--- src/rtl/rr_hold_arbiter_if.sv ---
// Request/grant bundle between the requesting engines and the round-robin arbiter.
// The arbiter takes the slave view; the engines (or a bench) take the master view.
interface rr_hold_arbiter_if #(
    parameter int N    = 4,
    parameter int ID_W = $clog2(N)
);
    logic [N-1:0]    req;
    logic            done;
    logic [N-1:0]    gnt;
    logic            gnt_valid;
    logic [ID_W-1:0] gnt_id;
    logic            timeout;
    logic [ID_W-1:0] ptr;

    modport master (
        output req, done,
        input  gnt, gnt_valid, gnt_id, timeout, ptr
    );

    modport slave (
        input  req, done,
        output gnt, gnt_valid, gnt_id, timeout, ptr
    );
endinterface

--- src/rtl/rr_hold_arbiter.sv ---
// Round-robin arbiter with bounded grant hold for a single shared resource.
// Every grant is followed by at least one idle cycle before the next one is issued.
module rr_hold_arbiter #(
    parameter int N        = 4,
    parameter int MAX_HOLD = 8
) (
    input  logic             clk,
    input  logic             reset_n,
    rr_hold_arbiter_if.slave bus
);
    localparam int ID_W  = $clog2(N);
    localparam int CNT_W = 8;

    typedef enum logic {IDLE, BUSY} state_t;

    state_t           state_q, state_d;
    logic [N-1:0]     gnt_q, gnt_d;
    logic             gnt_valid_q, gnt_valid_d;
    logic [ID_W-1:0]  gnt_id_q, gnt_id_d;
    logic [ID_W-1:0]  ptr_q, ptr_d;
    logic             timeout_q, timeout_d;
    logic [CNT_W-1:0] cnt_q, cnt_d;

    logic [ID_W-1:0]  sel;
    logic             found;
    logic             owner_req;
    logic             at_limit;
    logic             release_grant;

    // First set request at or after ptr, wrapping past N-1 back to 0.
    always_comb begin
        found = 1'b0;
        sel   = '0;
        for (int i = 0; i < N; i++) begin
            if (!found && bus.req[(int'(ptr_q) + i) % N]) begin
                found = 1'b1;
                sel   = ID_W'((int'(ptr_q) + i) % N);
            end
        end
    end

    assign owner_req     = bus.req[gnt_id_q];
    assign at_limit      = (cnt_q == CNT_W'(MAX_HOLD - 1));
    assign release_grant = bus.done | ~owner_req | at_limit;

    always_comb begin
        state_d     = state_q;
        gnt_d       = gnt_q;
        gnt_valid_d = gnt_valid_q;
        gnt_id_d    = gnt_id_q;
        ptr_d       = ptr_q;
        cnt_d       = cnt_q;
        timeout_d   = 1'b0;
        case (state_q)
            IDLE: begin
                if (found) begin
                    state_d     = BUSY;
                    gnt_d       = '0;
                    gnt_d[sel]  = 1'b1;
                    gnt_valid_d = 1'b1;
                    gnt_id_d    = sel;
                    ptr_d       = (sel == ID_W'(N - 1)) ? '0 : sel + 1'b1;
                    cnt_d       = '0;
                end
            end
            BUSY: begin
                if (release_grant) begin
                    state_d     = IDLE;
                    gnt_d       = '0;
                    gnt_valid_d = 1'b0;
                    gnt_id_d    = '0;
                    cnt_d       = '0;
                    // Flag only releases forced purely by the hold limit.
                    timeout_d   = at_limit & ~bus.done & owner_req;
                end else begin
                    cnt_d = cnt_q + 1'b1;
                end
            end
            default: state_d = IDLE;
        endcase
    end

    always_ff @(posedge clk) begin
        if (!reset_n) begin
            state_q     <= IDLE;
            gnt_q       <= '0;
            gnt_valid_q <= 1'b0;
            gnt_id_q    <= '0;
            ptr_q       <= '0;
            timeout_q   <= 1'b0;
            cnt_q       <= '0;
        end else begin
            state_q     <= state_d;
            gnt_q       <= gnt_d;
            gnt_valid_q <= gnt_valid_d;
            gnt_id_q    <= gnt_id_d;
            ptr_q       <= ptr_d;
            timeout_q   <= timeout_d;
            cnt_q       <= cnt_d;
        end
    end

    assign bus.gnt       = gnt_q;
    assign bus.gnt_valid = gnt_valid_q;
    assign bus.gnt_id    = gnt_id_q;
    assign bus.timeout   = timeout_q;
    assign bus.ptr       = ptr_q;
endmodule

--- src/flat_wrapper.sv ---
// flat-port wrapper written by rule: the top's interface ports become plain ports
module rr_hold_arbiter_flat 
#(
    parameter int N        = 4,
    parameter int MAX_HOLD = 8
)
  (clk, reset_n, bus_req, bus_done, bus_gnt, bus_gnt_valid, bus_gnt_id, bus_timeout, bus_ptr);
  rr_hold_arbiter_if #(.N(N)) bus_i ();
  input  logic clk;
  input  logic reset_n;
  input wire logic [$bits(bus_i.req)-1:0] bus_req;
  input wire logic [$bits(bus_i.done)-1:0] bus_done;
  output wire logic [$bits(bus_i.gnt)-1:0] bus_gnt;
  output wire logic [$bits(bus_i.gnt_valid)-1:0] bus_gnt_valid;
  output wire logic [$bits(bus_i.gnt_id)-1:0] bus_gnt_id;
  output wire logic [$bits(bus_i.timeout)-1:0] bus_timeout;
  output wire logic [$bits(bus_i.ptr)-1:0] bus_ptr;
  assign bus_i.req = bus_req;
  assign bus_i.done = bus_done;
  assign bus_gnt = bus_i.gnt;
  assign bus_gnt_valid = bus_i.gnt_valid;
  assign bus_gnt_id = bus_i.gnt_id;
  assign bus_timeout = bus_i.timeout;
  assign bus_ptr = bus_i.ptr;
  rr_hold_arbiter #(.N(N), .MAX_HOLD(MAX_HOLD)) u_core (.clk(clk), .reset_n(reset_n), .bus(bus_i));
endmodule
--- config.mk ---
export PLATFORM = sky130hd
export DESIGN_NAME = rr_hold_arbiter_flat
export DESIGN_NICKNAME = d
export VERILOG_FILES = /design/src/rtl/rr_hold_arbiter_if.sv /design/src/rtl/rr_hold_arbiter.sv /design/src/flat_wrapper.sv
export SDC_FILE = /design/constraint.sdc
export NUM_CORES = 1
export LEC_CHECK = 0
export CORE_UTILIZATION = 50
export CTS_CLUSTER_DIAMETER = 100
export DETAILED_ROUTE_END_ITERATION = 16
export GPL_TIMING_DRIVEN = 0
export PLACE_DENSITY = 0.76
export SYNTH_ARGS = -nofsm -noshare
export SYNTH_HDL_FRONTEND = slang
export SYNTH_SLANG_ARGS = --single-unit
--- constraint.sdc ---
create_clock -name clk -period 4 [get_ports clk]
set_clock_uncertainty 0.05 [all_clocks]
set_input_delay 1 -clock clk [delete_from_list [all_inputs] [get_ports clk]]
set_output_delay 1 -clock clk [all_outputs]
set_load 0.02 [all_outputs]
# Word level (Yosys, flattened, before mapping)
# Cells that the tools add are included.
# Widths: inputs -> output; s select.
# totals
register_bits	19
input_bits	7
# op_classes
add_sub_neg	5
n_lt_le_gt_ge	7
n_eq_ne	4
mux	39
bitwise_logic	10
n_reduce_logical	13
# op_table
operator	n
$mux 1	17
$mux 8	2
$pmux 8 s2	1
$mux 2	7
$lt 3x4->1 const B	3
$bmux 1 s2	5
$lt 2x3->1 const B	3
$add 8x1->8 const B	1
$eq 8x3->1 const B	1
$mux 4	2
$pmux 4 s2	1
$reduce_or 2->1	3
$add 2x1->2 const B	2
$add 2x2->2 const B	2
$logic_and 1x1->1	4
$pmux 1 s2	2
$pmux 2 s2	1
$reduce_and 2->1	2
$and 1x1->1 const A	3
$logic_not 1->1	3
$not 1->1	3
$reduce_and 3->1	1
$and 1x1->1	2
$demux 1 s2	1
other kinds (5)	6

# Logic depth before layout (Yosys ltp)
# logic_depth
word_depth	20
depth_mapped	7

# Least setup slack after synthesis
# No wires, ideal clock.
# synth_timing
path_type	input to register
start	input bus_req[1]
end	register u_core.ptr_q[1], in the netlist u_core.bus.ptr[1]
t_arrival_ns	2.186
slack_ns	1.641
stages	6
path_buffers	1
path_cell_list	or4_1 clkbuf_1 and2_1 ha_1 nand2_1 a21oi_1
# synth_via
elab_chain_cells	14
word_cells_on_any_way	29
# synth_lines
item	line	text
from (decl)	flat_wrapper.sv:11	input wire logic [$bits(bus_i.req)-1:0] bus_req;
$bmux 1 s2	rr_hold_arbiter.sv:35	if (!found && bus.req[(int'(ptr_q) + i) % N]) begin
$mux 1 (implied by the code)	rr_hold_arbiter.sv:35	
$mux 1	rr_hold_arbiter.sv:35	
$logic_not 1->1	rr_hold_arbiter.sv:35	
$logic_and 1x1->1	rr_hold_arbiter.sv:35	
$mux 1	rr_hold_arbiter.sv:35	
$logic_not 1->1	rr_hold_arbiter.sv:35	
$logic_and 1x1->1	rr_hold_arbiter.sv:35	
$mux 1	rr_hold_arbiter.sv:35	
$logic_not 1->1	rr_hold_arbiter.sv:35	
$logic_and 1x1->1	rr_hold_arbiter.sv:35	
$mux 2	rr_hold_arbiter.sv:35	
$add 2x1->2 / $eq 2x2->1 (equally long branches)	rr_hold_arbiter.sv:62	ptr_d = (sel == ID_W'(N - 1)) ? '0 : sel + 1'b1;
$mux 2	rr_hold_arbiter.sv:62	
to (signal assigned)	rr_hold_arbiter.sv:97	ptr_q <= ptr_d;
to (decl)	rr_hold_arbiter.sv:20	logic [ID_W-1:0] ptr_q, ptr_d;
# Parallel ways exist; a longest one is shown, timed or not. The select of a mux whose other input is x is not followed.
# A chain may end at the register's enable or synchronous reset.

# Worst setup path in the final report
# Same ends and word-level chain as after synthesis.

==> results.json <==
{
  "vias": 914,
  "crit_family": "compound AO/OA/AOI/OAI gates",
  "gp_congestion": 0.7955,
  "grt.busiest_layer": "met2",
  "avgSynthCellArea_um2": 8.803,
  "cp_common_cell": "a21oi_1",
  "hold_viol_final": 0,
  "synth.most_common_cell": "dfxtp_1",
  "synthCells": 112,
  "dr.pass1.iters": 4,
  "async_reset_ff_frac": 0,
  "grtUsageMet2": 0.3611,
  "worstSetupEndpointType": "register",
  "fp-row-count": 15,
  "tns_ns": 0,
  "min_to": "u_core.bus.gnt_valid$_SDFFE_PN0P_",
  "io_pins": 17,
  "cts_sinks": 19,
  "ys_seq_area_frac": 0.3858,
  "yosysWarnings": 0,
  "drt-initial-drc-count": 22,
  "fmax_mhz": 361.8,
  "cts_buffers": 3,
  "dieArea_um2": 2153,
  "syn_nets": 124,
  "path_buf_inv": 1,
  "area_growth_pct": 22.21,
  "worstPathRequired_ns": 4.14,
  "reg2reg_depth": 4,
  "hold_class": "register to register",
  "die_width_um": 46.41,
  "path_cells": "clkdlybuf4s50_1, nand2b_1, a21oi_1, a221oi_1, and2_1, ha_1, nand2_1, a21oi_1",
  "yosysTopAreaCell": "dfxtp_1",
  "postRouteAntennaNets": 0,
  "outcome": "finished, final reports clean",
  "reg2reg_from": "u_core.state_q$_SDFF_PN0_",
  "max_stage_delay_ns": 0.58,
  "r2r-end": "u_core.cnt_q[4]$_SDFFE_PN0P_",
  "hold_depth": 1,
  "viasPerCell": 5.822,
  "diodes": 0,
  "netlist.area_leader.share": 0.3858,
  "post-cts-setup-buffers": 0,
  "clk_pin_slew_worst_paths_ns": 0.10,
  "ir_worst_vdd_mv": 0.2235,
  "start_kind": "input port",
  "grt_max_degree": 12,
  "hold_buffers": 0,
  "clockBufferDepth": 2,
  "die_y_um": 46.41,
  "synth_edf_count": 0,
  "core_um2": 1783,
  "drc": 0,
  "grt_pass1_wl_um": 3056,
  "fin_nets": 145,
  "initial_core_util": 0.5530,
  "ctsResizeCount": 0,
  "finalSetupViolCount": 0,
  "hold_start": "u_core.bus.gnt_valid$_SDFFE_PN0P_",
  "synth_common_cells": "dfxtp_1 (19), nand2_1 (15), nor2_1 (7)",
  "grt_pass1_vias": 749,
  "synth-main-ff-cell": "dfxtp_1",
  "rsz0062_at_grt": "false",
  "slowest_stage": "clkdlybuf4s50_1",
  "overflow": 0,
  "slew_headroom": 0.6035,
  "power_w": 0.0004304,
  "worstMarginPinSlew_ns": 0.5947,
  "hpwlAfterDp_um": 1538,
  "cts_tree": "yes",
  "ys_seq_elements": 19,
  "synth.distinct_cells": 38,
  "grt_antenna_before_repair": 0,
  "hold_ws_ns": 0.4143,
  "grt_use_total": 0.2015,
  "root_buffer": "clkbuf_4",
  "reg2reg_setup_slack_ns": 2.06,
  "htree_levels": 1,
  "use_met3": 0.02353,
  "clk_latency_ns": 0.29,
  "use_met1": 0.2352,
  "post-route-period-util": 0.6910,
  "cap_violations": 0,
  "power.leakage_nw": 0.4477,
  "pre_cts_slack_ns": 0.9319,
  "syn_area_um2": 985.9,
  "critPathKind": "input port to register",
  "powerDensity_nw_per_um2": 357.2,
  "critPathMaxFanout": 7,
  "cp.arrival_ns": 2.90,
  "io_buffers": 16,
  "fin_ws_ns": 1.236,
  "drt-total-wl_um": 2029,
  "drive_gt1_frac": 0.04545,
  "wl_per_cell_um": 12.92,
  "maxSlewViolCount": 0,
  "synth_area_leaders": "dfxtp_1 (39%), ha_1 (6.3%), nand2_1 (5.7%), a22o_1 (4.4%), nor2_1 (2.7%)",
  "timing.final.crit_period_ns": 2.764
}
## area by class of cell
| cell class | count | area, um^2 |
|---|---|---|
| Fill cell | 155 | 578.1 |
| Clock inverter | 1 | 5.005 |
| Sequential cell | 19 | 380.4 |
| Clock buffer | 3 | 22.52 |
| Inverter | 5 | 18.77 |
| Timing Repair Buffer | 16 | 160.2 |
| Tap cell | 25 | 31.28 |
| Buffer | 1 | 3.754 |
| Multi-Input combinational cell | 87 | 583.1 |
## through the flow
stage          utilization  cell area (um^2)  std cells
4_1_cts             0.6758              1205        157
5_1_grt             0.6758              1205        157
6_report            0.6758              1205        157
2_1_floorplan            -             985.9        112
3_3_place_gp        0.6604              1177        153
3_5_place_dp        0.6604              1177        153
## cells by family (layout without fill, tap and decap cells)
| logic type | after synthesis | after routing | synth area share |
|---|---|---|---|
| adder cells (fa/ha/maj) | 5 | 5 | 0.06345 |
| multiplexers | 2 | 2 | 0.02031 |
| AO/OA/AOI/OAI | 31 | 31 | 0.2462 |
| AND/OR/NAND/NOR | 48 | 48 | 0.2525 |
| XOR/XNOR | 1 | 1 | 0.008885 |
| flip-flops | 19 | 19 | 0.3858 |
| buffers and inverters | 6 | 26 | 0.02284 |
## routing by layer
| layer | vias up | wire length [um] |
|---|---|---|
| met4 | 0 | 35 |
| met1 | 425 | 903 |
| met3 | 5 | 92 |
| li1 | 456 | - |
| met2 | 28 | 997 |
| met5 | - | 0 |
## registers in the layout (all words and copies together) (netlist names)
signal / count
u_core.cnt_q: 8
u_core.bus.gnt_id: 2
u_core.bus.gnt: 4
u_core.bus.timeout: 1
u_core.bus.gnt_valid: 1
u_core.state_q: 1
u_core.bus.ptr: 2
## layout by cell type (no fill, tap or decap), drive strengths merged, types with 2 or more instances in the layout
| cell type | netlist | final |
|---|---|---|
| dfxtp | 19 | 19 |
| clkdlybuf4s50 | 0 | 16 |
| nand2 | 15 | 15 |
| nor2 | 7 | 7 |
| inv | 5 | 5 |
| a22o | 5 | 5 |
| nand3 | 5 | 5 |
| ha | 5 | 5 |
| a21oi | 4 | 4 |
| or3 | 4 | 4 |
| clkbuf | 1 | 4 |
| o22ai | 3 | 3 |
| nand2b | 3 | 3 |
| o21ai | 3 | 3 |
| a31oi | 3 | 3 |
| or4 | 2 | 2 |
| a21o | 2 | 2 |
| and2 | 2 | 2 |
| mux2i | 2 | 2 |
| nor4 | 2 | 2 |
| o211ai | 2 | 2 |
## worst max-delay path by stage
stage	cells past startpoint	to	slack (ns)	from
floorplan	6	u_core.bus.ptr[1]$_SDFFE_PN0P_	1.64	bus_req[1]
global placement	8	u_core.bus.ptr[1]$_SDFFE_PN0P_	0.97	bus_req[1]
detailed placement	8	u_core.bus.ptr[1]$_SDFFE_PN0P_	0.93	bus_req[1]
CTS	8	u_core.bus.ptr[1]$_SDFFE_PN0P_	1.24	bus_req[1]
global route	7	u_core.bus.gnt[2]$_SDFFE_PN0P_	1.06	bus_req[1]
finish	8	u_core.bus.ptr[1]$_SDFFE_PN0P_	1.24	bus_req[1]
## power by group
group	total [W]	switching (W)	internal, W
registers	0.000218	0.0000142	0.000203
logic	0.000117	0.0000617	0.0000555
clock network	0.0000957	0.0000585	0.0000372
Power figures use the tool's default switching activity.
